$ cat src/rtl/dataframe_merger.sv
// Frame-level round-robin merger of CHANNEL_NUM AXI-Stream inputs into one stream.
// A granted channel owns the output until its TLAST beat is accepted; one output register stage.
module dataframe_merger #(
  parameter int CHANNEL_NUM    = 8,
  parameter int TDATA_WIDTH    = 128,
  parameter int TIMEOUT_CYCLES = 1024,
  localparam int GW = (CHANNEL_NUM > 1) ? $clog2(CHANNEL_NUM) : 1,
  localparam int KW = TDATA_WIDTH / 8,
  localparam int SW = $clog2(TIMEOUT_CYCLES + 1)
) (
  input  logic                            ACLK,
  input  logic                            ARESETN,
  input  logic [CHANNEL_NUM*TDATA_WIDTH-1:0] S_AXIS_TDATA,
  input  logic [CHANNEL_NUM*KW-1:0]       S_AXIS_TKEEP,
  input  logic [CHANNEL_NUM-1:0]          S_AXIS_TVALID,
  input  logic [CHANNEL_NUM-1:0]          S_AXIS_TLAST,
  output logic [CHANNEL_NUM-1:0]          S_AXIS_TREADY,
  input  logic                            M_AXIS_TREADY,
  output logic                            M_AXIS_TVALID,
  output logic [TDATA_WIDTH-1:0]          M_AXIS_TDATA,
  output logic [KW-1:0]                   M_AXIS_TKEEP,
  output logic                            M_AXIS_TLAST,
  output logic [GW-1:0]                   GRANT_ID,
  output logic [31:0]                     FRAME_COUNT,
  output logic                            MERGER_ERROR
);

  typedef enum logic {IDLE, XFER} state_t;

  state_t                 state_q, state_d;
  logic [GW-1:0]          grant_q, grant_d;
  logic                   m_valid_q, m_valid_d;
  logic [TDATA_WIDTH-1:0] m_data_q, m_data_d;
  logic [KW-1:0]          m_keep_q, m_keep_d;
  logic                   m_last_q, m_last_d;
  logic [31:0]            frame_cnt_q, frame_cnt_d;
  logic [SW-1:0]          stall_q, stall_d;
  logic                   err_q, err_d;

  logic [GW-1:0]          pick;
  logic                   any_req;
  logic                   g_vld, g_last, out_free, s_hs;
  logic [TDATA_WIDTH-1:0] g_data;
  logic [KW-1:0]          g_keep;

  // Walk downward so the last hit is the nearest channel above the previous grant;
  // the previous grant itself comes last.
  always_comb begin
    int idx;
    idx     = 0;
    pick    = grant_q;
    any_req = 1'b0;
    for (int i = CHANNEL_NUM; i >= 1; i--) begin
      idx = int'(grant_q) + i;
      if (idx >= CHANNEL_NUM) idx = idx - CHANNEL_NUM;
      if (S_AXIS_TVALID[idx]) begin
        pick    = GW'(idx);
        any_req = 1'b1;
      end
    end
  end

  assign g_vld    = S_AXIS_TVALID[grant_q];
  assign g_last   = S_AXIS_TLAST[grant_q];
  assign g_data   = S_AXIS_TDATA[int'(grant_q)*TDATA_WIDTH +: TDATA_WIDTH];
  assign g_keep   = S_AXIS_TKEEP[int'(grant_q)*KW +: KW];
  assign out_free = !m_valid_q || M_AXIS_TREADY;
  assign s_hs     = (state_q == XFER) && g_vld && out_free;

  always_ff @(posedge ACLK or negedge ARESETN) begin
    if (!ARESETN) state_q <= IDLE;
    else          state_q <= state_d;
  end

  always_comb begin
    state_d = state_q;
    case (state_q)
      IDLE:    if (any_req) state_d = XFER;
      XFER:    if (s_hs && g_last) state_d = IDLE;
      default: state_d = IDLE;
    endcase
  end

  always_comb begin
    S_AXIS_TREADY = '0;
    if (state_q == XFER) S_AXIS_TREADY[grant_q] = out_free;
  end

  always_comb begin
    grant_d     = (state_q == IDLE && any_req) ? pick : grant_q;
    m_valid_d   = m_valid_q;
    m_data_d    = m_data_q;
    m_keep_d    = m_keep_q;
    m_last_d    = m_last_q;
    if (s_hs) begin
      m_valid_d = 1'b1;
      m_data_d  = g_data;
      m_keep_d  = g_keep;
      m_last_d  = g_last;
    end else if (M_AXIS_TREADY) begin
      m_valid_d = 1'b0;
    end
    frame_cnt_d = frame_cnt_q + 32'(m_valid_q && M_AXIS_TREADY && m_last_q);
    // Stall only accrues while the granted source idles mid-frame; it saturates at the limit.
    stall_d = stall_q;
    if (state_q != XFER || s_hs)                         stall_d = '0;
    else if (!g_vld && stall_q != SW'(TIMEOUT_CYCLES))   stall_d = stall_q + 1'b1;
    err_d = err_q || (stall_d == SW'(TIMEOUT_CYCLES));
  end

  always_ff @(posedge ACLK or negedge ARESETN) begin
    if (!ARESETN) begin
      grant_q     <= GW'(CHANNEL_NUM - 1);
      m_valid_q   <= 1'b0;
      m_data_q    <= '0;
      m_keep_q    <= '0;
      m_last_q    <= 1'b0;
      frame_cnt_q <= '0;
      stall_q     <= '0;
      err_q       <= 1'b0;
    end else begin
      grant_q     <= grant_d;
      m_valid_q   <= m_valid_d;
      m_data_q    <= m_data_d;
      m_keep_q    <= m_keep_d;
      m_last_q    <= m_last_d;
      frame_cnt_q <= frame_cnt_d;
      stall_q     <= stall_d;
      err_q       <= err_d;
    end
  end

  assign M_AXIS_TVALID = m_valid_q;
  assign M_AXIS_TDATA  = m_data_q;
  assign M_AXIS_TKEEP  = m_keep_q;
  assign M_AXIS_TLAST  = m_last_q;
  assign GRANT_ID      = grant_q;
  assign FRAME_COUNT   = frame_cnt_q;
  assign MERGER_ERROR  = err_q;

endmodule
$ cat config.mk
export PLATFORM = sky130hd
export DESIGN_NAME = dataframe_merger
export DESIGN_NICKNAME = d
export VERILOG_FILES = /design/src/rtl/dataframe_merger.sv
export SDC_FILE = /design/constraint.sdc
export NUM_CORES = 1
export LEC_CHECK = 0
export CAP_MARGIN = 20
export CORE_AREA = 2 2 537 539
export DETAILED_ROUTE_END_ITERATION = 7
export DIE_AREA = 0 0 539 541
export PLACE_DENSITY = 0.3
export SETUP_SLACK_MARGIN = 0.02
export SLEW_MARGIN = 20
export SYNTH_ARGS = -nofsm -noshare
export SYNTH_HDL_FRONTEND = slang
export SYNTH_SLANG_ARGS = --single-unit
export TNS_END_PERCENT = 1
$ cat constraint.sdc
create_clock -name ACLK -period 4.8 [get_ports ACLK]
set_input_delay 0.96 -clock ACLK [delete_from_list [all_inputs] [get_ports ACLK]]
set_output_delay 0.96 -clock ACLK [all_outputs]
set_load 0.02 [all_outputs]
* Word level (Yosys, flattened, before mapping) *
Cells that the tools add are included.

storage, ports and cells
  flip-flop bits (word level) = 194
  bits of input ports = 1,171
  output and inout bits = 190
  word-level logic and storage cells = 129

cells by class
  add/subtract/negate cells = 18
  magnitude comparators = 18
  equal/unequal tests = 2
  shift-type cells = 2
  mux-type cells = 62
  bitwise operators = 2
  reduce and logical (&&, ||, !) cells = 16

operator list
  cell                                                                                  number
  1024-bit by 11-bit indexed part select with 128-bit output                            1
  32-bit by 5-bit < comparator with 1-bit output (second input constant)                8
  32-bit 2-to-1 mux                                                                     8
  128-bit by 8-bit indexed part select with 16-bit output                               1
  4-bit by 4-bit subtractor with 5-bit output (second input constant)                   7
  32-bit by 1-bit adder with 32-bit output                                              1
  1-bit 2-to-1 mux                                                                      31
  1-bit binary-select mux with 3-bit select                                             10
  4-bit greater-or-equal comparator (second input constant)                             7
  3-bit 2-to-1 mux                                                                      8
  11-bit 2-to-1 mux                                                                     2
  3-bit by 3-bit adder with 4-bit output (second input constant)                        4
  11-bit by 1-bit adder with 11-bit output (second input constant)                      1
  11-bit equality test (second input constant)                                          1
  11-bit inequality test (second input constant)                                        1
  3-bit by 2-bit adder with 4-bit output (second input constant)                        2
  8-bit AND                                                                             1
  1-bit logical AND                                                                     8
  8-bit 2-to-1 mux                                                                      1
  8-bit nonzero test                                                                    1
  5-bit by 4-bit subtractor with 6-bit output (second input constant)                   1
  3-bit by 4-bit adder with 5-bit output (second input constant)                        1
  5-bit by 4-bit greater-or-equal comparator with 1-bit output (second input constant)  1
  3-bit by 1-bit adder with 4-bit output (second input constant)                        1
  other kinds (9)                                                                       12

* Longest topological paths before layout *
  depth after elaboration = 16
  mapped depth = 13
  depth with buffers taken out = 8

* Worst setup path after synthesis *
OpenSTA, ideal clock, no wires.

  path type = register to register
  start = reg grant_q[1] (netlist: GRANT_ID[1])
  end = reg grant_q[2] (netlist: GRANT_ID[2])
  setup time = 89 ps
  arrival time = 3,584 ps
  slack = 1,126 ps
  cell stages (with the launch flop) = 14
  buffers on the path = 5
  period minus slack after synthesis = 3,674 ps
  cells stage by stage = dfstp_2 > buf_2 > buf_2 > inv_1 > clkbuf_1 > clkbuf_1 > ha_1 > clkbuf_1 > mux4_2 > nor4_2 > nand4_1 > nor2b_1 > and4_1 > a211oi_1

between the ends
  cells in the longest elaborated chain, start to end = 16

RTL lines
  element                                                                                                                             RTL line  source
  start, declared                                                                                                                     31        logic [GW-1:0] grant_q, grant_d;
  start signal, assigned                                                                                                              113       grant_q <= GW'(CHANNEL_NUM - 1);
  start signal, assigned                                                                                                              122       grant_q <= grant_d;
  3-bit by 4-bit adder with 5-bit output                                                                                              54        idx = int'(grant_q) + i;
  5-bit by 4-bit subtractor with 6-bit output / 5-bit by 4-bit greater-or-equal comparator with 1-bit output (equally long branches)  55        if (idx >= CHANNEL_NUM) idx = idx - CHANNEL_NUM;
  32-bit 2-to-1 mux                                                                                                                   55
  1-bit binary-select mux with 3-bit select                                                                                           56        if (S_AXIS_TVALID[idx]) begin
  1-bit 2-to-1 mux (not written as such) (2 in series)                                                                                56
  1-bit 2-to-1 mux (8 in series)                                                                                                      56
  1-bit logical AND                                                                                                                   90        grant_d = (state_q == IDLE && any_req) ? pick : grant_q;
  2-bit AND reduction (no source line)                                                                                                -

Parallel ways exist; a longest one is shown, timed or not. The select of a mux whose other input is x is not followed.
A chain may end at the register's enable or synchronous reset.

* Final worst setup path *
  start = in M_AXIS_TREADY
  end = out S_AXIS_TREADY[4]

between the ends
  cells in the longest elaborated chain, start to end = 3

RTL lines
  element                     RTL line  source
  start, declared             18        input logic M_AXIS_TREADY,
  1-bit logical OR            67        assign out_free = !m_valid_q || M_AXIS_TREADY;
  8-bit AND (no source line)  -
  8-bit 2-to-1 mux            86        if (state_q == XFER) S_AXIS_TREADY[grant_q] = out_free;
  end, declared               17        output logic [CHANNEL_NUM-1:0] S_AXIS_TREADY,

Every way passes these cells.

==> impl_metrics.ini <==
[status]
status = finished, final reports clean

[global_routing]
grt_use_met3_pct = 10.22
grt.busiest_layer = met2
antenna_found_initial = 397
use_met1_pct = 17.73
grt_pass1_vias = 20184
grtUsageTotal_pct = 15.98
grt-ovfl-total = 0
met2_usage_pct = 25.88
grt_max_degree = 112
grt_first_pass_wirelength_um = 288200

[logic_synthesis]
synth_seq_cells = 194
synth_top_area_cell = mux4_2
synth_edf_count = 0
ys_seq_area_share_pct = 29.62
syn_nets = 2629
ys_top_cells_by_area = mux4_2, dfrtp_1, nand2_1
syn_area_um2 = 16400
synth_area_per_cell_um2 = 11.33
synthCells = 1448
synth_cell_types = 50
ys_top_cells_by_count = nand2_1, mux4_2, dfrtp_1, nor2_1, a31oi_1
synth_most_common_cell = nand2_1
yosys.area.top_type_share_pct = 41.75
synth_warnings = 0
async_flop_share_pct = 100.0
ys.flop_type = dfrtp_1

[worst_setup_path]
path_buf_inv = 2
critPathTopFamily = buffers and inverters
worstPathCellList = clkdlybuf4s50_1 -> nand2b_1 -> nand2_1 -> nor3_1 -> clkdlybuf4s50_1
required_ps = 3840
reg2reg_depth = 8
reg2reg_slack_ps = 1370
cp_max_fo = 5
slowest_delay_ps = 640
cpMostUsedCell = clkdlybuf4s50_1
crit_path_end_kind = output port
reg2reg_from = GRANT_ID[2]$_DFFE_PN1P_
critPathArrivalTime_ps = 2950
r2r-end = GRANT_ID[2]$_DFFE_PN1P_
critPathLaunchType = primary input
cp_slowest_cell = clkdlybuf4s50_1
critical_path_class = primary input to output port

[floorplan]
dieArea_um2 = 291600
rows = 197
fp.dieH_um = 541
core_area_um2 = 286400
io_pins = 1361
die_x_um = 539
start_util_pct = 5.726

[drt]
antenna_left = 0
drt_iter0_drc = 1372
wl_per_cell_um = 36.52
first_pass_iters = 7
vias_per_cell = 3.136
drc = 0
wl_um = 240800
vias = 20671

[timing]
finalCritPeriodShare_pct = 81.52
setup_ws_ps = 887.2
finClkSkew_ps = 34.75
tightestPinTransition_ps = 961.4
max_freq_mhz = 255.6
final-setup-viol-count = 0
grt_setup_unrepaired = false
fin_crit_ps = 3913
hold_viol_final = 0
relSlewSlack_pct = 35.90
tns_ps = 0
slew_violations = 0

[clock_tree]
cts_resized = 0
hold_buffers = 0
numCtsBuffers = 21
cts_tree = yes
clk_latency_ps = 600
clockBufferDepth = 3
post_cts_buffers = 0
clock_sinks = 194
htreeDepth = 4
cts-root-buf = clkbuf_16
path_clk_slew_ps = 100

[run]
max_cap_viol_count = 0

[final_layout]
fin_nets = 3899
drive_gt1_share_pct = 13.78
area_growth_pct = 115.9
stdcell_area_um2 = 35410
post-route-util_pct = 12.36

[min_path]
hp-class = primary input to asynchronous set/reset pin

[placement]
dpl_worst_slack_ps = 879.9
post_dp_cell_area_um2 = 34510
gp_congestion = 0.9046
post-dp-hpwl_um = 214900
io_buffers = 1360

[power]
ir_drop_mv = 0.3363
p_leak_nw = 11.76
powerDensity_nw_per_um2 = 505.6
cell families (layout without fill, tap and decap cells):
kind of cell | Yosys count | in the layout | share of synthesized area, %
compound gates | 185 | 185 | 7.156
xor+xnor | 42 | 42 | 2.243
fa+ha+maj | 10 | 10 | 0.7629
buf+inv | 150 | 1430 | 3.944
flops | 194 | 194 | 29.62
mux | 317 | 317 | 42.55
other cells | 0 | 83 | 0
simple gates | 550 | 550 | 13.72
worst register-to-register path, delay by kind of cell (launching register included):
kind	cells	cell delay (ps)
flops	1	800
compound gates	1	170
mux	2	860
fa+ha+maj	1	540
buf+inv	1	330
simple gates	3	650
per-layer routing:
layer,up-vias,routed length (µm)
li1,8274,-
met1,10167,90820
met2,1452,110100
met3,552,33720
met4,226,4649
met5,-,1482
worst max-delay path by stage:
stage                             from                       to  slack [ps]  depth (start not counted)
2_1_floorplan  GRANT_ID[1]$_DFFE_PN1P_  GRANT_ID[2]$_DFFE_PN1P_        1130                         13
3_3_place_gp             M_AXIS_TREADY         S_AXIS_TREADY[2]         940                          5
3_5_place_dp             M_AXIS_TREADY         S_AXIS_TREADY[4]         880                          5
4_1_cts        GRANT_ID[2]$_DFFE_PN1P_         S_AXIS_TREADY[6]         780                          5
5_1_grt        GRANT_ID[2]$_DFFE_PN1P_         S_AXIS_TREADY[6]         730                          5
6_report                 M_AXIS_TREADY         S_AXIS_TREADY[4]         890                          5
cells in the final DEF (no fill, tap or decap), types with 3 or more instances in the layout:
cell / n
inv_1: 9
xnor2_1: 31
clkbuf_16: 21
o21ai_0: 11
ha_1: 10
clkdlybuf4s50_1: 1359
buf_12: 12
nand2_1: 310
mux4_2: 304
dfrtp_1: 191
mux2i_1: 11
a21oi_1: 11
nand3_1: 24
dfstp_4: 3
and4_1: 5
nor2_1: 168
a21boi_0: 3
inv_6: 3
clkinv_4: 3
xor2_1: 11
and3_1: 11
nand2b_1: 5
buf_4: 14
nand4_1: 7
diode_2: 83
a31oi_1: 144
nor3_1: 6
bufinv_16: 3
area by class of cell:
cell class              instances  area [µm²]
flip-flops and latches        194        4870
clock inverters                11       161.4
diodes                         83       207.7
clock buffers                  22       529.3
well taps                    3781        4731
fillers                     32630      251000
inverters                      11       48.80
multi-input cells            1104       10900
repair buffers               1386       13960
registers in the layout (all words and copies together) (netlist names):
register	count
state_q	1
M_AXIS_TLAST	1
stall_q	11
M_AXIS_TDATA	128
GRANT_ID	3
MERGER_ERROR	1
FRAME_COUNT	32
M_AXIS_TKEEP	16
M_AXIS_TVALID	1
report_power, final:
part | switching, mW | internal [mW]
clock | 1.07 | 0.991
combinational | 7.16 | 5.66
sequential | 0.637 | 2.38
per-stage QoR:
step	hold WS, ps	cells	power, mW
final	290.1	6592	17.90
after global routing	298.7	6528	19.11
after CTS	268.9	6509	18.44
after detailed placement	478.6	6476	16.21
after global placement	474.2	6476	16.20
after floorplan	531.7	1448	10.12
Note: power is estimated with default switching activity, not from simulation.
